## config.mk

```make
export PLATFORM = sky130hd
export DESIGN_NAME = writeback_scheduler
export DESIGN_NICKNAME = d
export VERILOG_FILES = /design/src/rtl/writeback_scheduler.sv
export SDC_FILE = /design/constraint.sdc
export NUM_CORES = 1
export LEC_CHECK = 0
export BUFFER_PORTS_ARGS = -buffer_cell sky130_fd_sc_hd__buf_2
export CORE_UTILIZATION = 55
export DETAILED_ROUTE_END_ITERATION = 6
export PLACE_DENSITY = 0.82
export RECOVER_POWER = 25
export SKIP_LAST_GASP = 1
export SLEW_MARGIN = 20
export SYNTH_ARGS = -nofsm -noshare
export SYNTH_HDL_FRONTEND = slang
export SYNTH_SLANG_ARGS = --single-unit
```

## constraint.sdc

```tcl
create_clock -name clk -period 4.5 [get_ports clk]
set_input_delay 0.9 -clock clk [delete_from_list [all_inputs] [get_ports clk]]
set_output_delay 0.9 -clock clk [all_outputs]
set_load 0.01 [all_outputs]
```

## src/rtl/writeback_scheduler.sv

```systemverilog
`default_nettype none
// ============================================================================
//  Module   : writeback_scheduler
//  Purpose  : Buffers one result per execution unit (ALU, COMP, MISC, JMP)
//             and grants the shared writeback bus round-robin. The bus
//             owner, data and destination are registered.
//  Revision : 1.0 - initial release
// ============================================================================
module writeback_scheduler #(
    parameter int DATA_SIZE     = 16,
    parameter int REG_ADDR_SIZE = 4
) (
    input  logic                     clk,
    input  logic                     rst_n,
    input  logic                     flush,

    input  logic                     alu_valid,
    output logic                     alu_ready,
    input  logic [DATA_SIZE-1:0]     alu_data,
    input  logic [REG_ADDR_SIZE-1:0] alu_dest,

    input  logic                     comp_valid,
    output logic                     comp_ready,
    input  logic [DATA_SIZE-1:0]     comp_data,
    input  logic [REG_ADDR_SIZE-1:0] comp_dest,

    input  logic                     misc_valid,
    output logic                     misc_ready,
    input  logic [DATA_SIZE-1:0]     misc_data,
    input  logic [REG_ADDR_SIZE-1:0] misc_dest,

    input  logic                     jmp_valid,
    output logic                     jmp_ready,

    input  logic                     wb_ready,

    output logic                     alu_cs,
    output logic                     comp_cs,
    output logic                     misc_cs,
    output logic                     jmp_cs,
    output logic [DATA_SIZE-1:0]     bus_data,
    output logic [REG_ADDR_SIZE-1:0] wb_dest,
    output logic                     wb_en
);

    localparam logic [1:0] c_IDX_JMP = 2'd3;

    // Slot state: index 0=ALU, 1=COMP, 2=MISC, 3=JMP (jump slot has no payload)
    logic [3:0]               full_q, full_d;
    logic [DATA_SIZE-1:0]     data_q [0:2];
    logic [DATA_SIZE-1:0]     data_d [0:2];
    logic [REG_ADDR_SIZE-1:0] dest_q [0:2];
    logic [REG_ADDR_SIZE-1:0] dest_d [0:2];

    // Output stage: one-hot owner doubles as the valid flag (all zero = idle)
    logic [3:0]               cs_q, cs_d;
    logic [DATA_SIZE-1:0]     bdata_q, bdata_d;
    logic [REG_ADDR_SIZE-1:0] bdest_q, bdest_d;
    logic [1:0]               ptr_q, ptr_d;

    logic                     w_out_valid;
    logic                     w_advance;
    logic                     w_gnt_vld;
    logic [1:0]               w_gnt_idx;
    logic [1:0]               w_scan;
    logic                     w_take;
    logic [3:0]               w_gnt_oh;
    logic [3:0]               w_valid;
    logic [3:0]               w_ready;
    logic [DATA_SIZE-1:0]     w_gnt_data;
    logic [REG_ADDR_SIZE-1:0] w_gnt_dest;

    assign w_out_valid = |cs_q;
    assign w_advance   = !w_out_valid || wb_ready;
    assign w_valid     = {jmp_valid, misc_valid, comp_valid, alu_valid};

    // Round-robin pick: first full slot at ptr, ptr+1, ... (reverse scan so
    // the smallest offset is the last, winning, assignment)
    always_comb begin
        w_gnt_vld = 1'b0;
        w_gnt_idx = ptr_q;
        w_scan    = ptr_q;
        for (int k = 3; k >= 0; k--) begin
            w_scan = ptr_q + 2'(k);
            if (full_q[w_scan]) begin
                w_gnt_vld = 1'b1;
                w_gnt_idx = w_scan;
            end
        end
    end

    assign w_take   = w_gnt_vld && w_advance;
    assign w_gnt_oh = w_take ? (4'b0001 << w_gnt_idx) : 4'b0000;

    // A slot can take a new result when empty or being drained this cycle
    assign w_ready  = flush ? 4'b0000 : (~full_q | w_gnt_oh);

    assign alu_ready  = w_ready[0];
    assign comp_ready = w_ready[1];
    assign misc_ready = w_ready[2];
    assign jmp_ready  = w_ready[3];

    // Payload of the granted slot; jump carries none
    always_comb begin
        w_gnt_data = '0;
        w_gnt_dest = '0;
        case (w_gnt_idx)
            2'd0:    begin w_gnt_data = data_q[0]; w_gnt_dest = dest_q[0]; end
            2'd1:    begin w_gnt_data = data_q[1]; w_gnt_dest = dest_q[1]; end
            2'd2:    begin w_gnt_data = data_q[2]; w_gnt_dest = dest_q[2]; end
            default: begin w_gnt_data = '0;        w_gnt_dest = '0;        end
        endcase
    end

    // Next-state: slot fill/drain, output stage load, pointer update, flush
    always_comb begin
        full_d  = full_q & ~w_gnt_oh;
        data_d  = data_q;
        dest_d  = dest_q;
        cs_d    = cs_q;
        bdata_d = bdata_q;
        bdest_d = bdest_q;
        ptr_d   = ptr_q;

        if (w_advance) begin
            if (w_take) begin
                cs_d    = w_gnt_oh;
                bdata_d = (w_gnt_idx == c_IDX_JMP) ? '0 : w_gnt_data;
                bdest_d = (w_gnt_idx == c_IDX_JMP) ? '0 : w_gnt_dest;
                ptr_d   = w_gnt_idx + 2'd1;
            end else begin
                cs_d    = '0;
                bdata_d = '0;
                bdest_d = '0;
            end
        end

        if (w_valid[0] && w_ready[0]) begin
            full_d[0] = 1'b1;
            data_d[0] = alu_data;
            dest_d[0] = alu_dest;
        end
        if (w_valid[1] && w_ready[1]) begin
            full_d[1] = 1'b1;
            data_d[1] = comp_data;
            dest_d[1] = comp_dest;
        end
        if (w_valid[2] && w_ready[2]) begin
            full_d[2] = 1'b1;
            data_d[2] = misc_data;
            dest_d[2] = misc_dest;
        end
        if (w_valid[3] && w_ready[3]) begin
            full_d[3] = 1'b1;
        end

        if (flush) begin
            full_d  = '0;
            cs_d    = '0;
            bdata_d = '0;
            bdest_d = '0;
            ptr_d   = ptr_q;
        end
    end

    // State registers with synchronous active-low reset
    always_ff @(posedge clk) begin
        if (!rst_n) begin
            full_q  <= '0;
            data_q  <= '{default: '0};
            dest_q  <= '{default: '0};
            cs_q    <= '0;
            bdata_q <= '0;
            bdest_q <= '0;
            ptr_q   <= '0;
        end else begin
            full_q  <= full_d;
            data_q  <= data_d;
            dest_q  <= dest_d;
            cs_q    <= cs_d;
            bdata_q <= bdata_d;
            bdest_q <= bdest_d;
            ptr_q   <= ptr_d;
        end
    end

    assign alu_cs   = cs_q[0];
    assign comp_cs  = cs_q[1];
    assign misc_cs  = cs_q[2];
    assign jmp_cs   = cs_q[3];
    assign bus_data = bdata_q;
    assign wb_dest  = bdest_q;
    assign wb_en    = w_out_valid && !cs_q[3];

endmodule
`default_nettype wire

```

# Yosys cells after proc, flatten, opt, wreduce, memory -nomap -nowiden
# Index checks and enable logic that the tools add are counted.
# totals
register_bits,90
input_bits,68
# op_classes
addsub,4
order_cmp,4
eq_ne,3
shifts,1
mux,29
n_bitwise,6
reduce_logical,13
# op_table
cell,count
$pmux W16 S3,1
$mux W16,2
$mux W4,5
$lt A2 B3 Y1 const B,4
$mux W1,12
$pmux W4 S3,1
$bmux W1 S2,4
$mux W2,4
$not A4 Y4,2
$logic_and A1 B1 Y1,6
$add A2 B1 Y2 const B,2
$add A2 B2 Y2 const B,2
$and A4 B4 Y4,1
$eq A2 B2 Y1 const B,2
$or A4 B4 Y4,1
$reduce_or A4 Y1,1
$shl A1 B2 Y4 const A,1
$reduce_and A3 Y1,1
$eq A2 B1 Y1 const B,1
$logic_not A1 Y1,2
$logic_not A2 Y1,1
$not A1 Y1,2
$reduce_or A2 Y1,1
$logic_or A1 B1 Y1,1

# Logic depth before layout (Yosys ltp)
# Gate-level depths: netlist of the first run.
# logic_depth
ltp_word,13
depth_mapped,10
ltp_nobuf,9

# Least setup slack after synthesis of the first run
# No wires, ideal clock.
# synth_path
path_type,register to output
start,register full_q[0]
end,output port comp_ready
arrival_time_ns,1.816
required_ns,3.600
path_slack_ns,1.784
path_stages_with_launch,8
cell_sequence,dfxtp_1 > nor2b_1 > a211o_1 > a22oi_1 > ha_1 > clkbuf_1 > a21oi_1 > nor2_1
# synth_via
elab_chain_cells,10
word_cells_on_any_way,21
classes_between,1 x shift; 18 x mux; 1 x bitwise; 1 x reduce/logical
# synth_lines
item,line,text
"start, declared",49,"logic [3:0] full_q, full_d;"
"start signal, assigned",177,full_q <= full_d;
$bmux W1 S2,85,if (full_q[w_scan]) begin
$mux W1 (implied by the code),85,
$mux W2 or $mux W1 (tied branches) (4 in a row),85,
$shl A1 B2 Y4 or $logic_and A1 B1 Y1 (tied branches),"93, 92",
$mux W4 (*),93,assign w_gnt_oh = w_take ? (4'b0001 << w_gnt_idx) : 4'b0000;
$or A4 B4 Y4 (*),96,assign w_ready = flush ? 4'b0000 : (~full_q | w_gnt_oh);
$mux W4 (*),96,
"end, declared",23,"output logic comp_ready,"
# Every way passes the cells marked *; elsewhere a longest branch is shown, timed or not. The select of a mux whose other input is x is not followed.

# Worst setup path after layout of the first run
# layout_path
start,register full_q[1]
end,output port comp_ready
# layout_via
elab_chain_cells,10
word_cells_on_any_way,22
classes_between,1 x shift; 18 x mux; 2 x bitwise; 1 x reduce/logical
# layout_lines
item,line
$bmux W1 S2,85
$mux W1 (implied by the code),85
$mux W2 or $mux W1 (tied branches) (4 in a row),85
$shl A1 B2 Y4 or $logic_and A1 B1 Y1 (tied branches),"93, 92"
$mux W4,93
$or A4 B4 Y4 (*),96
$mux W4 (*),96
# Marked as above.

==> results of run 1 <==
[power breakdown]
group / internal [mW] / switching, mW / leakage, nW
Clock: 0.203 / 0.297 / 0.0818
Sequential: 0.845 / 0.0329 / 0.735
Combinational: 0.134 / 0.209 / 1.21
[sequential cells by signal, summed over array words and instances (netlist names)]
register,cells
data_q,48
bus_data,16
dest_q,12
cs_q,4
full_q,4
wb_dest,4
ptr_q,2
[worst paths after layout]
kind	start	to	cells past startpoint
setup / recovery	full_q[1]	comp_ready	7
setup reg to reg	full_q[1]	data_q[30]	8
hold / removal	data_q[44]	data_q[44]	2
hold reg to reg	data_q[44]	data_q[44]	2
[per-stage QoR]
| step | instance area [um2] | total power [mW] |
|---|---|---|
| detailed placement | 4580 | 1.23 |
| floorplan | 4070 | 1.13 |
| global route | 4740 | 1.80 |
| CTS | 4760 | 1.72 |
| global placement | 4580 | 1.22 |
| finish | 4740 | 1.72 |
[placed cells by master, fill, tap and decap left out, types with 2 or more instances in the layout]
cell,count
clkinvlp_4,3
a32oi_1,4
buf_2,70
o21ai_0,3
nand2_1,131
mux2i_1,60
clkinv_4,2
nor2b_1,3
o21a_1,3
nor2_1,33
buf_4,4
a22oi_2,20
inv_1,26
a21oi_1,5
clkbuf_8,9
ha_1,4
a222oi_1,20
dfxtp_1,90
o31ai_4,3
clkbuf_1,26
[layer usage]
| layer | vias up | part of all wire | track usage |
|---|---|---|---|
| met3 | 16 | 0.077 | 0.0443 |
| met2 | 164 | 0.46 | 0.391 |
| met1 | 1611 | 0.45 | 0.361 |
| li1 | 1717 | - | - |
| met5 | - | 0 | 0 |
| met4 | 0 | 0.020 | 0.113 |
[critical path: cells and delay by family (launching register included)]
family	cells	cell delay (ns)
AND/OR/NAND/NOR	1	0.13
buffers and inverters	2	0.25
AO/OA/AOI/OAI	3	0.80
flip-flops	1	0.45
adder cells (fa/ha/maj)	1	0.88
[cell type report]
cell class                      instances  area, um2  share of cell area
Multi-Input combinational cell        306       2050               0.433
Sequential cell                        90       1800               0.380
Timing Repair Buffer                  101        489               0.103
Clock buffer                            9        124              0.0261
Tap cell                               96        120              0.0253
Inverter                               26       97.6              0.0206
Clock inverter                          7       53.8              0.0114
[cells by family (layout without fill, tap and decap cells)]
logic type | Yosys count | in the layout | share of synthesized area
simple gates | 175 | 175 | 0.170
flops | 90 | 90 | 0.443
compound gates | 67 | 67 | 0.162
mux | 60 | 60 | 0.148
buf+inv | 60 | 143 | 0.0652
fa+ha+maj | 4 | 4 | 0.0123
==> impl_results.md, run 1 <==
* Max-slew violation count at 75
* Num CTS Buffers at 9
* Final wirelength at 9650 um
* Pre-CTS setup slack at 1.15 ns
* CTS-repair resized insts at 0
* Outcome: finished, violations left
* First-pass GRT wire length at 15,100 um
* Peak VDD IR at 0.000195 V
* Clock slew at reported path FFs at 0.09 ns
* Hold_ws at 0.465 ns
* Vias per cell at 5.52
* Final worst slack at 0.717 ns
* Synthesis Warnings at 0
* Initial drt markers at 472
* EDFF count, synth at 0
* Post-route minimum period at 3.78 ns
* CP Data Required Time at 3.60 ns
* Share of synthesized registers carrying an async set or reset at 0
* Antenna viol nets, final at 0
* Fin cells at 635
* Site Rows at 30
* Violated checks: DRC, capacitance limit, slew limit
* Root buffer cell: clkbuf_8
* Largest net degree at the start of global routing at 75
* Prevailing post-synth register cell: dfxtp_1
* Fillers at 608
* Final setup TNS at 0 ns
* Buffer depth of the longest clock path at 2
* CORE AREA at 6980 um2
* Seq/Total Area, Yosys at 0.443
* Initial antenna violation count at 0
* Relative slew margins at -0.826
* Starting density of the core at 0.583
* PD cells at 363 nW/um2
* Die area at 7750 um2
* GRT Overall Usage at 0.258
* Most numerous cell in the Yosys netlist: nand2_1
* Global route overflow at 0
* Distinct cells, synth at 35
* Crit path capture type: output port
* Chip width at 88.0 um
* Post-CTS Setup Inserts at 0
* DPL Wire Length at 6680 um
* Synth top area share at 0.443
* Die Ht at 88.0 um
* Setup crit start kind: flop
* Pleak at 2.02 nW
* Critical path class: flop to output port
* Layout cells sized above 1 at 0.223
* Layout Skew at 0.0101 ns
* Max Cap Violations at 1
* Via count at 3,508
* # DRC at 1
* Ant. Diodes at 0
* Worst slew pin tran at 2.74 ns
* Syn nets at 528
* Setup Viol. Count Final at 0
* Number of global-route vias before repair at 3,122
* Port Buf Inserts at 96
* Worst Hold Class: flop to flop
* Io pins at 97
* RSZ-0062 raised after global routing: false
* Final Util at 0.679
* # H-tree levels at 3
* Final period utilization at 0.841
* Final Hold Vio Count at 0
* Reg2Reg Setup Slack at 1.05 ns
* Placer congestion estimate at 0.974
* Clk Latency, worst-skew pair at 0.36 ns
* DR WL/cell at 15.2 um
* Crit path largest cell delay at 0.88 ns
* CTS sink cnt at 90
* Cell Chain, Critical Path: inv_1 > a211o_1 > a22oi_1 > ha_1 > a21oi_1 > nor2_1 > buf_2
* Fmax at 264 MHz
* Mapped cell area at 4070 um2
* Layout Nets at 606
* Largest cells by area after synthesis: dfxtp_1 44%, mux2i_1 15%, nand2_1 12%, a22oi_2 6.1%, a222oi_1 4.9%
* Cell taking the most area after synthesis: dfxtp_1
* Worst-path fanout max at 23
* Worst Path Arrival at 2.88 ns
* Mean Syn Cell Area at 8.93 um2
* Dpl cells at 618
* Post-synthesis instance total at 456
* Synth-to-Final Area Change at 16.4%
* Yosys reg bits at 90
* Post-CTS Hold Buffers at 0
* CTS tree: done
* Synth cell count leaders: 131 x nand2_1, 90 x dfxtp_1, 60 x mux2i_1
* Slowest CP cell: ha_1
* DRT Pass-1 Iters at 7
Power figures use the tool's default switching activity.
==> run 2, diff against run 1 <==
CORE_UTILIZATION = 48   (was 55)
PLACE_DENSITY = 0.76   (was 0.82)
clock period = 3.35 ns   (was 4.5 ns; I/O delays follow)
==> impl_results.md, run 2 (synthesis gave the netlist of run 1 again) <==
* DRT Pass-1 Iters at 7
* Crit path capture type: output port
* Buffer depth of the longest clock path at 2
* Ant. Diodes at 0
* Peak VDD IR at 0.000268 V
* Fillers at 731
* Area occupied by multi-input gates at 2050 um2
* Final setup TNS at 0 ns
* Initial antenna violation count at 0
* R2R Path End: wb_dest[1]
* # DRC at 0
* CTS tree: done
* Fmax at 316 MHz
* Fin cells at 649
* Relative slew margins at 0.385
* Final wirelength at 9750 um
* Dpl cells at 633
* Placer congestion estimate at 0.961
* Layout cells sized above 1 at 0.228
* Hold_sp: data_q[34]
* Setup crit start kind: flop
* Final worst slack at 0.189 ns
* GRT Overall Usage at 0.226
* Via count at 3,508
* Die Ht at 94.1 um
* Site Rows at 33
* Max Cap Violations at 0
* Number of global-route vias before repair at 3,261
* FF-to-FF Start: full_q[1]
* Sequential cell area at 1800 um2
* Final period utilization at 0.944
* Post-CTS Hold Buffers at 0
* Most flops, register: data_q
* DR WL/cell at 15.0 um
* Worst-path fanout max at 11
* CP Data Required Time at 2.68 ns
* Clock slew at reported path FFs at 0.08 ns
* Worst Setup EP: misc_ready
* Antenna viol nets, final at 0
* Outcome: finished, final reports clean
* DPL Wire Length at 7080 um
* Worst Hold Class: flop to flop
* PD cells at 502 nW/um2
* Clk Latency, worst-skew pair at 0.36 ns
* Pleak at 2.07 nW
* Most common cell after layout, fill and taps aside: nand2_1
* Design area at 4810 um2
* # H-tree levels at 3
* Num CTS Buffers at 9
* Total power at 2.41 mW
* Final Hold Vio Count at 0
* RSZ-0062 raised after global routing: false
* Port Buf Inserts at 96
* Vias per cell at 5.41
* Max-slew violation count at 0
* Setup Viol. Count Final at 0
* Post-CTS Setup Inserts at 0
* Worst Setup SP: full_q[1]
* Root buffer cell: clkbuf_8
* CORE AREA at 8220 um2
* Commonest non-fill, non-tap cells in the layout: 131 x nand2_1, 90 x dfxtp_1, 70 x buf_2
* Reg2Reg Setup Slack at 0.52 ns
* Starting density of the core at 0.495
* Largest net degree at the start of global routing at 43
* Layout Skew at 0.0154 ns
* Die area at 8850 um2
* First-pass GRT wire length at 15,600 um
* Global route overflow at 0
* Post-route minimum period at 3.16 ns
* Layout Nets at 611
* Pre-CTS setup slack at 0.576 ns
* CTS-repair resized insts at 0
* Max FFs per register at 48
* CTS sink cnt at 90
* Synth-to-Final Area Change at 18.1%
* Chip width at 94.1 um
* Hold_ws at 0.464 ns
* Worst Path Arrival at 2.49 ns
* Post-DP Area at 4640 um2
* Final Util at 0.585
* Critical path class: flop to output port
* Io pins at 97
* Reg2reg path depth at 10
* Initial drt markers at 326
* Worst slew pin tran at 0.923 ns
[run 2: cell types whose count changed in the layout (fill, tap and decap cells not counted)]
| cell | change |
|---|---|
| clkinv_2 | -1 |
| a211oi_2 | -1 |
| buf_4 | +7 |
| a211oi_1 | +1 |
| clkinv_4 | -1 |
| clkinvlp_4 | -1 |
| bufinv_16 | +1 |
| buf_6 | -1 |
| clkbuf_8 | +1 |
[run 2: worst max-delay path, cell delays in order (launching register included)]
cell	delay, ns
dfxtp_1	0.44
inv_1	0.11
a211o_1	0.26
a22oi_1	0.34
inv_1	0.14
ha_1	0.38
a21oi_1	0.26
nor2_1	0.06
buf_2	0.15
[run 2: cell type report]
type                    count  share of cell area
multi-input cells         306               0.426
flip-flops and latches     90               0.375
clock inverters             5              0.0130
clock buffers              11              0.0294
repair buffers            106               0.110
well taps                 105              0.0273
inverters                  26              0.0203
[run 2: routing by layer]
metal	up-vias	wire, um	global-route usage
met5	-	0	0
met4	0	209	0.0872
met3	19	493	0.0413
met2	126	4360	0.342
met1	1634	4690	0.318
li1	1729	-	-
[run 2: worst min-delay path by stage]
stage,slack [ns],end,cells after the start
floorplan,0.43,data_q[0],2
global placement,0.44,data_q[16],2
detailed placement,0.45,data_q[34],2
CTS,0.46,data_q[34],2
global route,0.47,data_q[14],2
finish,0.46,data_q[34],2
[run 2: report_power, final]
part	internal (mW)	total [mW]	leakage [nW]	switching [mW]
clock	0.370	0.764	0.0962	0.395
sequential	1.14	1.18	0.735	0.0445
combinational	0.185	0.468	1.23	0.283
==> run 3, diff against run 2 <==
clock period = 2.8 ns   (was 3.35 ns; I/O delays follow)
==> impl_results.md, run 3 (synthesis gave the netlist of run 1 again) <==
* Outcome: finished, final reports clean
* Relative slew margins at 0.599
* Port Buf Inserts at 96
* Max Cap Violations at 0
* Setup Viol. Count Final at 0
* Reg2reg path depth at 10
* # H-tree levels at 3
* Post-route minimum period at 2.70 ns
* Peak VDD IR at 0.000285 V
* Die Ht at 94.1 um
* Worst Path Arrival at 2.14 ns
* DR WL/cell at 15.3 um
* Hold_ws at 0.435 ns
* Layout Nets at 617
* PD cells at 596 nW/um2
* Num CTS Buffers at 9
* Final Hold Vio Count at 0
* Post-DP Area at 4680 um2
* Initial antenna violation count at 0
* Pleak at 2.10 nW
* Number of global-route vias before repair at 3,284
* RSZ-0062 raised after global routing: false
* Io pins at 97
* Max FFs per register at 48
* Final period utilization at 0.963
* Clock slew at reported path FFs at 0.10 ns
* Commonest non-fill, non-tap cells in the layout: 131 x nand2_1, 87 x dfxtp_1, 70 x buf_2
* Largest net degree at the start of global routing at 61
* DPL Wire Length at 7400 um
* Setup crit start kind: flop
* DRT Pass-1 Iters at 6
* CP Data Required Time at 2.24 ns
* First-pass GRT wire length at 15,900 um
* R2R Path End: data_q[0]
* Slowest CP cell: dfxtp_1
* Reg2Reg Setup Slack at 0.30 ns
* Layout Skew at 0.0157 ns
* Worst slew pin tran at 0.596 ns
* Crit path largest cell delay at 0.43 ns
* Final worst slack at 0.105 ns
* CORE AREA at 8220 um2
* Most common cell after layout, fill and taps aside: nand2_1
* Buffer depth of the longest clock path at 2
* Max-slew violation count at 0
* Vias per cell at 5.47
* Root buffer cell: clkbuf_8
* Fillers at 737
* Cell Chain, Critical Path: nor2b_1 > a211o_1 > a22oi_2 > inv_1 > ha_1 > a21oi_2 > nor2_1 > buf_2
* # DRC at 0
* Crit-path leading delay family: compound AO/OA/AOI/OAI gates
* Pre-CTS setup slack at 0.276 ns
* FF-to-FF Start: ptr_q[1]
* GRT Overall Usage at 0.228
* Fmax at 371 MHz
* Crit path capture type: output port
* Worst Hold Class: primary input to flop
* Global route overflow at 0
* CTS tree: done
* Ant. Diodes at 0
* Final setup TNS at 0 ns
* Sequential cell area at 1810 um2
* Most flops, register: data_q
* Final wirelength at 10,100 um
* Antenna viol nets, final at 0
* Layout cells sized above 1 at 0.247
* Post-CTS Hold Buffers at 0
* Critical path class: flop to output port
* Chip width at 94.1 um
* Site Rows at 33
* Synth-to-Final Area Change at 19.9%
* CP Buf/Inv Count at 2
* Initial drt markers at 351
* Starting density of the core at 0.495
* Area occupied by multi-input gates at 2060 um2
* Via count at 3,583
* Worst Setup EP: alu_ready
* CTS sink cnt at 90
* Design area at 4880 um2
* Die area at 8850 um2
* Worst Setup SP: ptr_q[0]
* Clk Latency, worst-skew pair at 0.36 ns
* Placer congestion estimate at 0.897
* Worst-path fanout max at 5
* CP Depth at 8
-- run 3: cell count changes in the layout (fill, tap and decap cells not counted), sizes merged --
| cell | before | now |
|---|---|---|
| buf | 81 | 87 |
-- run 3: through the flow --
stage | power, mW | utilization | instances
2_1_floorplan | 1.82 | - | 456
3_3_place_gp | 1.99 | 0.570 | 637
3_5_place_dp | 2.01 | 0.570 | 637
4_1_cts | 2.91 | 0.595 | 653
5_1_grt | 3.03 | 0.594 | 655
6_report | 2.91 | 0.594 | 655
-- run 3: power by group --
group | leakage, nW | total (mW) | switching, mW | internal, mW
sequential | 0.736 | 1.41 | 0.0557 | 1.36
combinational | 1.27 | 0.580 | 0.342 | 0.238
clock | 0.0962 | 0.914 | 0.472 | 0.442
-- run 3: how the worst min path moves through the flow --
stage	start	to	slack, ns	depth (start not counted)
2_1_floorplan	data_q[0]	data_q[0]	0.43	2
3_3_place_gp	data_q[45]	data_q[45]	0.44	2
3_5_place_dp	data_q[27]	data_q[27]	0.45	2
4_1_cts	misc_data[3]	data_q[3]	0.43	3
5_1_grt	comp_data[8]	data_q[24]	0.44	3
6_report	comp_data[7]	data_q[23]	0.43	3
-- run 3: layout make-up --
type	count	share of cell area
Clock inverter	5	0.0128
Multi-Input combinational cell	306	0.422
Sequential cell	90	0.370
Timing Repair Buffer	112	0.120
Clock buffer	11	0.0290
Inverter	26	0.0200
Tap cell	105	0.0269
-- run 3: worst reg2reg max path: cells and delay by family (launching register included) --
family                     cells  cell delay, ns
and+or+nand+nor                2            0.37
adders and majority gates      1            0.19
muxes                          1            0.25
AOI/OAI and AO/OA              4            0.59
DFF                            1            0.38
buffers and inverters          2            0.64
-- run 3: per-layer routing --
metal	track usage	wire (um)	vias to the layer above	share of wire
li1	-	-	1736	-
met1	0.319	4640	1685	0.46
met2	0.348	4560	144	0.45
met3	0.0340	623	18	0.062
met4	0.0962	235	0	0.023
met5	0	0	-	0
-- run 3: what timing repair did --
item | in CTS | in global routing
hold endpoints to repair | 0 | 0
endpoints found under the setup margin | 3 | 4
gates resized for setup | 1 | 6
setup buffers | 0 | 2
pin swaps | 0 | 1
gates cloned | 0 | 0
